[src/rtl/mem_arb_pkg.sv]
// Shared types and constants for the two-master memory port arbiter.
//   arb_state_t  : arbiter FSM encoding (IDLE -> ISSUE -> WAIT -> IDLE)
//   master_id_t  : master identifier (0 = CPU, 1 = auxiliary DMA/debug loader)
//   TIMEOUT_DATA : read data returned to the owner when an access is aborted
package mem_arb_pkg;

  typedef enum logic [1:0] {
    ARB_IDLE  = 2'd0,
    ARB_ISSUE = 2'd1,
    ARB_WAIT  = 2'd2
  } arb_state_t;

  typedef logic master_id_t;

  localparam master_id_t MASTER_CPU = 1'b0;
  localparam master_id_t MASTER_AUX = 1'b1;

  localparam logic [31:0] TIMEOUT_DATA = 32'hDEAD_BEEF;

endpackage

[src/rtl/mem_arb_select.sv]
// Combinational two-way winner pick for the memory port arbiter.
// Ports:
//   req     in  2  request vector, bit N = master N
//   rr_last in  1  master that won the previous contended grant
//   winner  out 1  selected master (only meaningful when grant=1)
//   grant   out 1  at least one master is requesting
// FIXED_PRIO != 0 makes master 0 win every contention; otherwise the master
// that did not win the last contention is chosen.
module mem_arb_select
  import mem_arb_pkg::*;
#(
  parameter int unsigned FIXED_PRIO = 0
) (
  input  logic [1:0] req,
  input  master_id_t rr_last,
  output master_id_t winner,
  output logic       grant
);

  // Winner selection
  always_comb begin
    winner = MASTER_CPU;
    grant  = |req;
    case (req)
      2'b10:   winner = MASTER_AUX;
      2'b11:   winner = (FIXED_PRIO != 0) ? MASTER_CPU : master_id_t'(~rr_last);
      default: winner = MASTER_CPU;
    endcase
  end

endmodule

[src/rtl/mem_arbiter.sv]
// Two-master arbiter for the single memory/peripheral port. Master 0 is the
// CPU, master 1 the DMA/debug loader. One access is serviced at a time: the
// winner's command is latched, a one-cycle mem_ce pulse starts the access and
// the completion (valid + read data) is forwarded only to the owner.
// Optional build macro: MEM_ARB_TIMEOUT_EN adds a WAIT-state abort after
// TIMEOUT cycles and the m0_err/m1_err outputs.
// Ports:
//   clk, reset                 clock, synchronous active-high reset
//   mN_req/addr/funct3/we/wdata master N command (req held until mN_valid)
//   mN_rdata, mN_valid         read data / one-cycle completion to owner
//   mN_busy                    port owned by the other master or access in flight
//   mN_err                     abort flag with mN_valid (timeout build only)
//   mem_ce/addr/funct3/we/wdata latched command to memory, ce = start pulse
//   mem_rdata, mem_busy, mem_valid memory response
//   owner                      current / last granted master
module mem_arbiter
  import mem_arb_pkg::*;
#(
  parameter int unsigned ADDR_W     = 32,
  parameter int unsigned DATA_W     = 32,
  parameter int unsigned FIXED_PRIO = 0,
  parameter int unsigned TIMEOUT    = 1024
) (
  input  logic              clk,
  input  logic              reset,
  input  logic              m0_req,
  input  logic [ADDR_W-1:0] m0_addr,
  input  logic [2:0]        m0_funct3,
  input  logic              m0_we,
  input  logic [DATA_W-1:0] m0_wdata,
  output logic [DATA_W-1:0] m0_rdata,
  output logic              m0_valid,
  output logic              m0_busy,
  input  logic              m1_req,
  input  logic [ADDR_W-1:0] m1_addr,
  input  logic [2:0]        m1_funct3,
  input  logic              m1_we,
  input  logic [DATA_W-1:0] m1_wdata,
  output logic [DATA_W-1:0] m1_rdata,
  output logic              m1_valid,
  output logic              m1_busy,
`ifdef MEM_ARB_TIMEOUT_EN
  output logic              m0_err,
  output logic              m1_err,
`endif
  output logic              mem_ce,
  output logic [ADDR_W-1:0] mem_addr,
  output logic [2:0]        mem_funct3,
  output logic              mem_we,
  output logic [DATA_W-1:0] mem_wdata,
  input  logic [DATA_W-1:0] mem_rdata,
  input  logic              mem_busy,
  input  logic              mem_valid,
  output master_id_t        owner
);

  arb_state_t        state;
  arb_state_t        state_nxt;
  master_id_t        rr_last;
  master_id_t        winner;
  logic              grant;
  logic              launch;
  logic              done;
  logic              timeout_hit;
  logic [DATA_W-1:0] done_data;
  logic [DATA_W-1:0] m0_rdata_q;
  logic [DATA_W-1:0] m1_rdata_q;

  mem_arb_select #(
    .FIXED_PRIO(FIXED_PRIO)
  ) u_select (
    .req    ({m1_req, m0_req}),
    .rr_last(rr_last),
    .winner (winner),
    .grant  (grant)
  );

  // An access starts only from IDLE and only while the memory is free
  assign launch    = (state == ARB_IDLE) && grant && !mem_busy;
  assign done      = (state == ARB_WAIT) && (mem_valid || timeout_hit);
  assign done_data = timeout_hit ? DATA_W'(TIMEOUT_DATA) : mem_rdata;

  // State register
  always_ff @(posedge clk) begin
    if (reset) state <= ARB_IDLE;
    else       state <= state_nxt;
  end

  // Next-state logic
  always_comb begin
    state_nxt = state;
    case (state)
      ARB_IDLE:  if (launch) state_nxt = ARB_ISSUE;
      ARB_ISSUE: state_nxt = ARB_WAIT;
      ARB_WAIT:  if (done) state_nxt = ARB_IDLE;
      default:   state_nxt = ARB_IDLE;
    endcase
  end

  // Command latch, ownership, round-robin history and per-master read data
  always_ff @(posedge clk) begin
    if (reset) begin
      mem_ce     <= 1'b0;
      mem_addr   <= '0;
      mem_funct3 <= '0;
      mem_we     <= 1'b0;
      mem_wdata  <= '0;
      owner      <= MASTER_CPU;
      rr_last    <= MASTER_AUX;
      m0_rdata_q <= '0;
      m1_rdata_q <= '0;
    end else begin
      mem_ce <= launch;
      if (launch) begin
        owner      <= winner;
        mem_addr   <= (winner == MASTER_AUX) ? m1_addr   : m0_addr;
        mem_funct3 <= (winner == MASTER_AUX) ? m1_funct3 : m0_funct3;
        mem_we     <= (winner == MASTER_AUX) ? m1_we     : m0_we;
        mem_wdata  <= (winner == MASTER_AUX) ? m1_wdata  : m0_wdata;
        // History only moves when there was an actual contention
        if (m0_req && m1_req) rr_last <= winner;
      end
      if (m0_valid) m0_rdata_q <= done_data;
      if (m1_valid) m1_rdata_q <= done_data;
    end
  end

  // Completion is forwarded in the same cycle as mem_valid
  assign m0_valid = done && (owner == MASTER_CPU);
  assign m1_valid = done && (owner == MASTER_AUX);
  assign m0_rdata = m0_valid ? done_data : m0_rdata_q;
  assign m1_rdata = m1_valid ? done_data : m1_rdata_q;

  assign m0_busy = (state != ARB_IDLE) || (launch && (winner != MASTER_CPU));
  assign m1_busy = (state != ARB_IDLE) || (launch && (winner != MASTER_AUX));

`ifdef MEM_ARB_TIMEOUT_EN
  localparam int unsigned CNT_W = (TIMEOUT > 2) ? $clog2(TIMEOUT) : 1;

  logic [CNT_W-1:0] tmo_cnt;

  // WAIT-state cycle counter, restarted for every issued access
  always_ff @(posedge clk) begin
    if (reset)                   tmo_cnt <= '0;
    else if (state == ARB_ISSUE) tmo_cnt <= '0;
    else if (state == ARB_WAIT)  tmo_cnt <= tmo_cnt + CNT_W'(1);
  end

  // A real completion on the terminal count takes precedence over the abort
  assign timeout_hit = (state == ARB_WAIT) && !mem_valid &&
                       (tmo_cnt == CNT_W'(TIMEOUT - 1));
  assign m0_err      = m0_valid && timeout_hit;
  assign m1_err      = m1_valid && timeout_hit;
`else
  logic unused_timeout;

  assign timeout_hit    = 1'b0;
  assign unused_timeout = ^32'(TIMEOUT);
`endif

endmodule

[config.mk]
export PLATFORM = sky130hd
export DESIGN_NAME = mem_arbiter
export DESIGN_NICKNAME = d
export VERILOG_FILES = /design/src/rtl/mem_arb_pkg.sv /design/src/rtl/mem_arb_select.sv /design/src/rtl/mem_arbiter.sv
export SDC_FILE = /design/constraint.sdc
export NUM_CORES = 1
export LEC_CHECK = 0
export CAP_MARGIN = 20
export CORE_MARGIN = 2
export CORE_UTILIZATION = 42
export CTS_BUF_LIST = sky130_fd_sc_hd__clkbuf_4
export DETAILED_ROUTE_END_ITERATION = 10
export PLACE_DENSITY = 0.82
export SETUP_SLACK_MARGIN = 0.2
export SYNTH_ARGS = -nofsm -noshare
export SYNTH_HDL_FRONTEND = slang
export SYNTH_SLANG_ARGS = --single-unit
[constraint.sdc]
create_clock -name clk -period 3 [get_ports clk]
set_input_delay 0.45 -clock clk [delete_from_list [all_inputs] [get_ports clk]]
set_output_delay 0.45 -clock clk [all_outputs]
set_load 0.005 [all_outputs]
Yosys cells after proc, flatten, opt, wreduce, memory -nomap -nowiden
Cells that the tools add are included.

word-level totals
  flip-flop bits (word level) = 137
  input bits = 174
  output and inout port bits = 138

cells by class
  equality and inequality tests = 6
  muxes and demuxes = 10
  bitwise logic cells = 3
  reductions and logical operators = 16

operators by type and width
  operator                                       number
  two-way mux 32 bit                             4
  logical AND 1 bit                              8
  == test 2 bit, second input constant           3
  case mux 2 bit (3 select lines)                1
  two-way mux 2 bit                              2
  != test 2 bit, second input constant           2
  AND reduction 2 bit                            2
  two-way mux 3 bit                              1
  NOT 1 bit                                      3
  == test 2 x 1 -> 1 bit, second input constant  1
  zero test 2 bit                                1
  logical OR 1 bit                               2
  case mux 1 bit (2 select lines)                1
  nonzero test 2 bit                             1
  OR reduction 2 bit                             1
  zero test 1 bit                                1
  two-way mux 1 bit                              1

Longest topological paths before layout
  depth after elaboration = 5
  gate-level depth with buffers = 7

By module
A second synthesis with hierarchy kept.

unflattened totals
  cell total of the unflattened synthesis = 536
  area total of the unflattened synthesis = 5824.3 um2

by module, submodules not included
  module          times used  cells each  area each (um2)
  mem_arbiter     1           534         5810.6
  mem_arb_select  1           2           13.8

Worst setup path after synthesis
Ideal clock, no wire load.

  kind = input -> output
  from = input mem_valid
  to = output m0_rdata[22]
  data arrival time = 1.428 ns
  required time = 2.550 ns
  path slack = 1.122 ns
  stages = 4
  path through = nor4bb_1 > buf_2 > buf_2 > mux2_2

between the ends
  cells in the longest elaborated chain, start to end = 3

ends and longest elaborated chain
  what                RTL line            source
  start, declared     mem_arbiter.sv:53   input logic mem_valid,
  logical AND 1 bit   mem_arbiter.sv:80   assign done = (state == ARB_WAIT) && (mem_valid || timeout_hit);
  logical AND 1 bit   mem_arbiter.sv:129  assign m0_valid = done && (owner == MASTER_CPU);
  via m0_valid        mem_arbiter.sv:32   output logic m0_valid,
  two-way mux 32 bit  n/a
  end, declared       mem_arbiter.sv:31   output logic [DATA_W-1:0] m0_rdata,

The timed path passes the listed nets, and every way through them passes these cells.

Final worst setup path
  from = register state[1]
  to = output m1_rdata[11]

between the ends
  cells in the longest elaborated chain, start to end = 4

ends and longest elaborated chain
  what                    RTL line            source
  start, declared         mem_arbiter.sv:57   arb_state_t state;
  start signal, assigned  mem_arbiter.sv:86   else state <= state_nxt;
  == test 2 bit           mem_arbiter.sv:80
  logical AND 1 bit       mem_arbiter.sv:80
  logical AND 1 bit       mem_arbiter.sv:130  assign m1_valid = done && (owner == MASTER_AUX);
  two-way mux 32 bit      n/a
  end, declared           mem_arbiter.sv:39   output logic [DATA_W-1:0] m1_rdata,

Every way passes these cells.

==> flow_summary.ini <==
[finish]
drive_above_1_share = 0.169
finalNetCount = 1023
area_growth_syn_to_layout_pct = 65.7

[global_routing]
grtUsageTotal = 0.263
antenna_found_initial = 1
grt_pass1_wl_um = 29600
use_met2 = 0.451
grt_max_degree = 69
grtUsageMet1 = 0.301
grt.busiest_layer = met2
gr-usage-met3 = 0.0991
grt_overflow = 0
grt_pass1_vias = 5364

[worst_setup_path]
path_cells = buf_4 > nand4b_1 > buf_12 > mux2_2 > clkdlybuf4s50_1
critical_path_class = register to output port
slowest_delay_ns = 0.48
crit_path_start_kind = register
path_delay_family = buffers and inverters
cp_num_buf_inv = 3
cp-end-kind = output port
cp.arrival_ns = 2.31
r2r_slack_ns = 0.70
crit_fanout = 33
reg2reg_from = state[0]
startpoint = state[1]
cp_slowest_cell = clkdlybuf4s50_1
cp_data_required_time_ns = 2.55

[yosys]
yosysUniqueCellTypes = 29
synth-edff-count = 0
synthCells = 552
synth.ff_latch_count = 137
syn_nets = 726
synth_seq_area_share = 0.483
synth-main-ff-cell = dfxtp_1
synth_warnings = 0
synth_area_per_cell_um2 = 10.3
netlist_area_um2 = 5680
synthArstFlopShare = 0

[place]
place.port_buffers = 311
dpl.hpwl_um = 13900
gp_congestion = 0.851

[sta]
maxSlewHeadroom = 0.397
fin_crit_sh = 0.921
finalSetupViolations = 0
fmaxAchievable_ghz = 0.362
grt_setup_unrepaired = true
hold_viol = 0
worst_pin_slew_ns = 0.905
slew_violations = 0
finalClockSkew_ns = 0.0213
min_period_ns = 2.76
fin_tns_setup_ns = 0

[clock_network]
root_buffer = clkbuf_4
cts_hold_buf = 0
clk_latency_ns = 0.55
cts_buffer_depth = 2
cts_tree = yes
numCtsBuffers = 17
path_clk_slew_ns = 0.13
htree_levels = 4
cts.sinks = 137

[die]
start_util = 0.429
fp.dieW_um = 120
num_io_pins = 312
fp.dieH_um = 120
row_count = 42
core_area_um2 = 13200
dieArea_um2 = 14500

[pwr]
ir_drop_mv = 0.275
p_total_mw = 3.98
power.leakage_nw = 4.15
p_per_area_nw_per_um2 = 423

[drt]
wirelength_um = 20400
drtIter0Drc = 373
avgViaCountPerCell = 5.31
wl_per_cell_um = 19.6
antenna_left = 0
drc_errors = 0
num_vias = 5527
first_pass_iters = 5

[flow_run]
cap_violations = 0

[status]
outcome = complete, no violations

[min_path]
hp-start = reset
hold_path_class = primary input to register
==> metal layers <==
layer	vias to the layer above	routed length [µm]
met4	0	537
met2	267	10300
li1	2587	-
met3	39	1800
met5	-	0
met1	2634	7820
==> tightest hold or removal path, stage by stage <==
cell,delay (ns)
buf_2,0.14
nor4_1,0.08
and2_1,0.15
==> kinds of logic after synthesis <==
logic type | count (synthesis) | share of synthesized area
mux | 65 | 0.129
simple gates | 220 | 0.215
flops | 137 | 0.483
compound gates | 73 | 0.125
buf+inv | 57 | 0.0487
==> stage by stage <==
stage | hold WS, ns | setup slack, ns | cells | util | cell area (µm²)
2_1_floorplan | 0.479 | 1.12 | 552 | - | 5680
6_report | 0.307 | 0.237 | 1040 | 0.711 | 9410
4_1_cts | 0.240 | 0.0861 | 1027 | 0.697 | 9230
3_5_place_dp | 0.467 | 0.146 | 991 | 0.669 | 8860
3_3_place_gp | 0.470 | 0.208 | 991 | 0.669 | 8860
5_1_grt | 0.285 | 0.113 | 1039 | 0.711 | 9410
==> final timing paths <==
kind                   endpoint  cells past startpoint
setup / recovery   m1_rdata[11]                      5
hold / removal         state[0]                      3
setup reg to reg    mem_addr[1]                      6
hold reg to reg   mem_wdata[10]                      1
==> layout by cell type (no fill, tap or decap), types with 16 or more instances in the layout <==
| cell | n |
|---|---|
| nand2_1 | 70 |
| buf_4 | 16 |
| nor2b_1 | 64 |
| dfxtp_1 | 134 |
| mux2_2 | 64 |
| nor3_2 | 20 |
| clkdlybuf4s50_1 | 277 |
| dlymetal6s2s_1 | 29 |
| nor3_1 | 50 |
| a221o_1 | 68 |
| clkbuf_4 | 17 |
==> sequential cells by signal, summed over array words and instances, names as in the netlist <==
register / flops
m0_rdata_q: 32
m1_rdata_q: 32
mem_addr: 32
mem_wdata: 32
mem_funct3: 3
state: 2
mem_ce: 1
mem_we: 1
owner: 1
rr_last: 1
==> cell usage after synthesis, drive strengths merged (2+ instances only) <==
library cell / n / area [µm²]
a221o: 68 / 681
and2: 2 / 12.5
buf: 23 / 148
clkbuf: 32 / 121
dfxtp: 137 / 2740
inv: 2 / 7.51
mux2: 64 / 721
nand2: 70 / 263
nor2: 4 / 15.0
nor2b: 65 / 407
nor3: 70 / 450
o21ai: 3 / 15.0
==> power by group <==
part           internal, mW  switching [mW]  total, mW  leakage, nW
Clock                 0.647           0.672       1.32        0.161
Combinational         0.454           0.266      0.720         2.88
Sequential             1.90          0.0462       1.95         1.12
==> area by class of cell <==
type / count / area, µm²
fillers: 967 / 3830
repair buffers: 333 / 3420
flip-flops and latches: 137 / 2750
multi-input cells: 358 / 2700
well taps: 176 / 220
clock inverters: 15 / 183
clock buffers: 17 / 128
inverters: 2 / 7.51
diodes: 2 / 5.00
==> timing repair <==
item,CTS,global route
setup buffers,3,9
gates resized for setup,8,32
pin swaps,0,1
setup endpoints to repair,64,61
gates cloned,1,2
(Power assumes the default switching activity.)
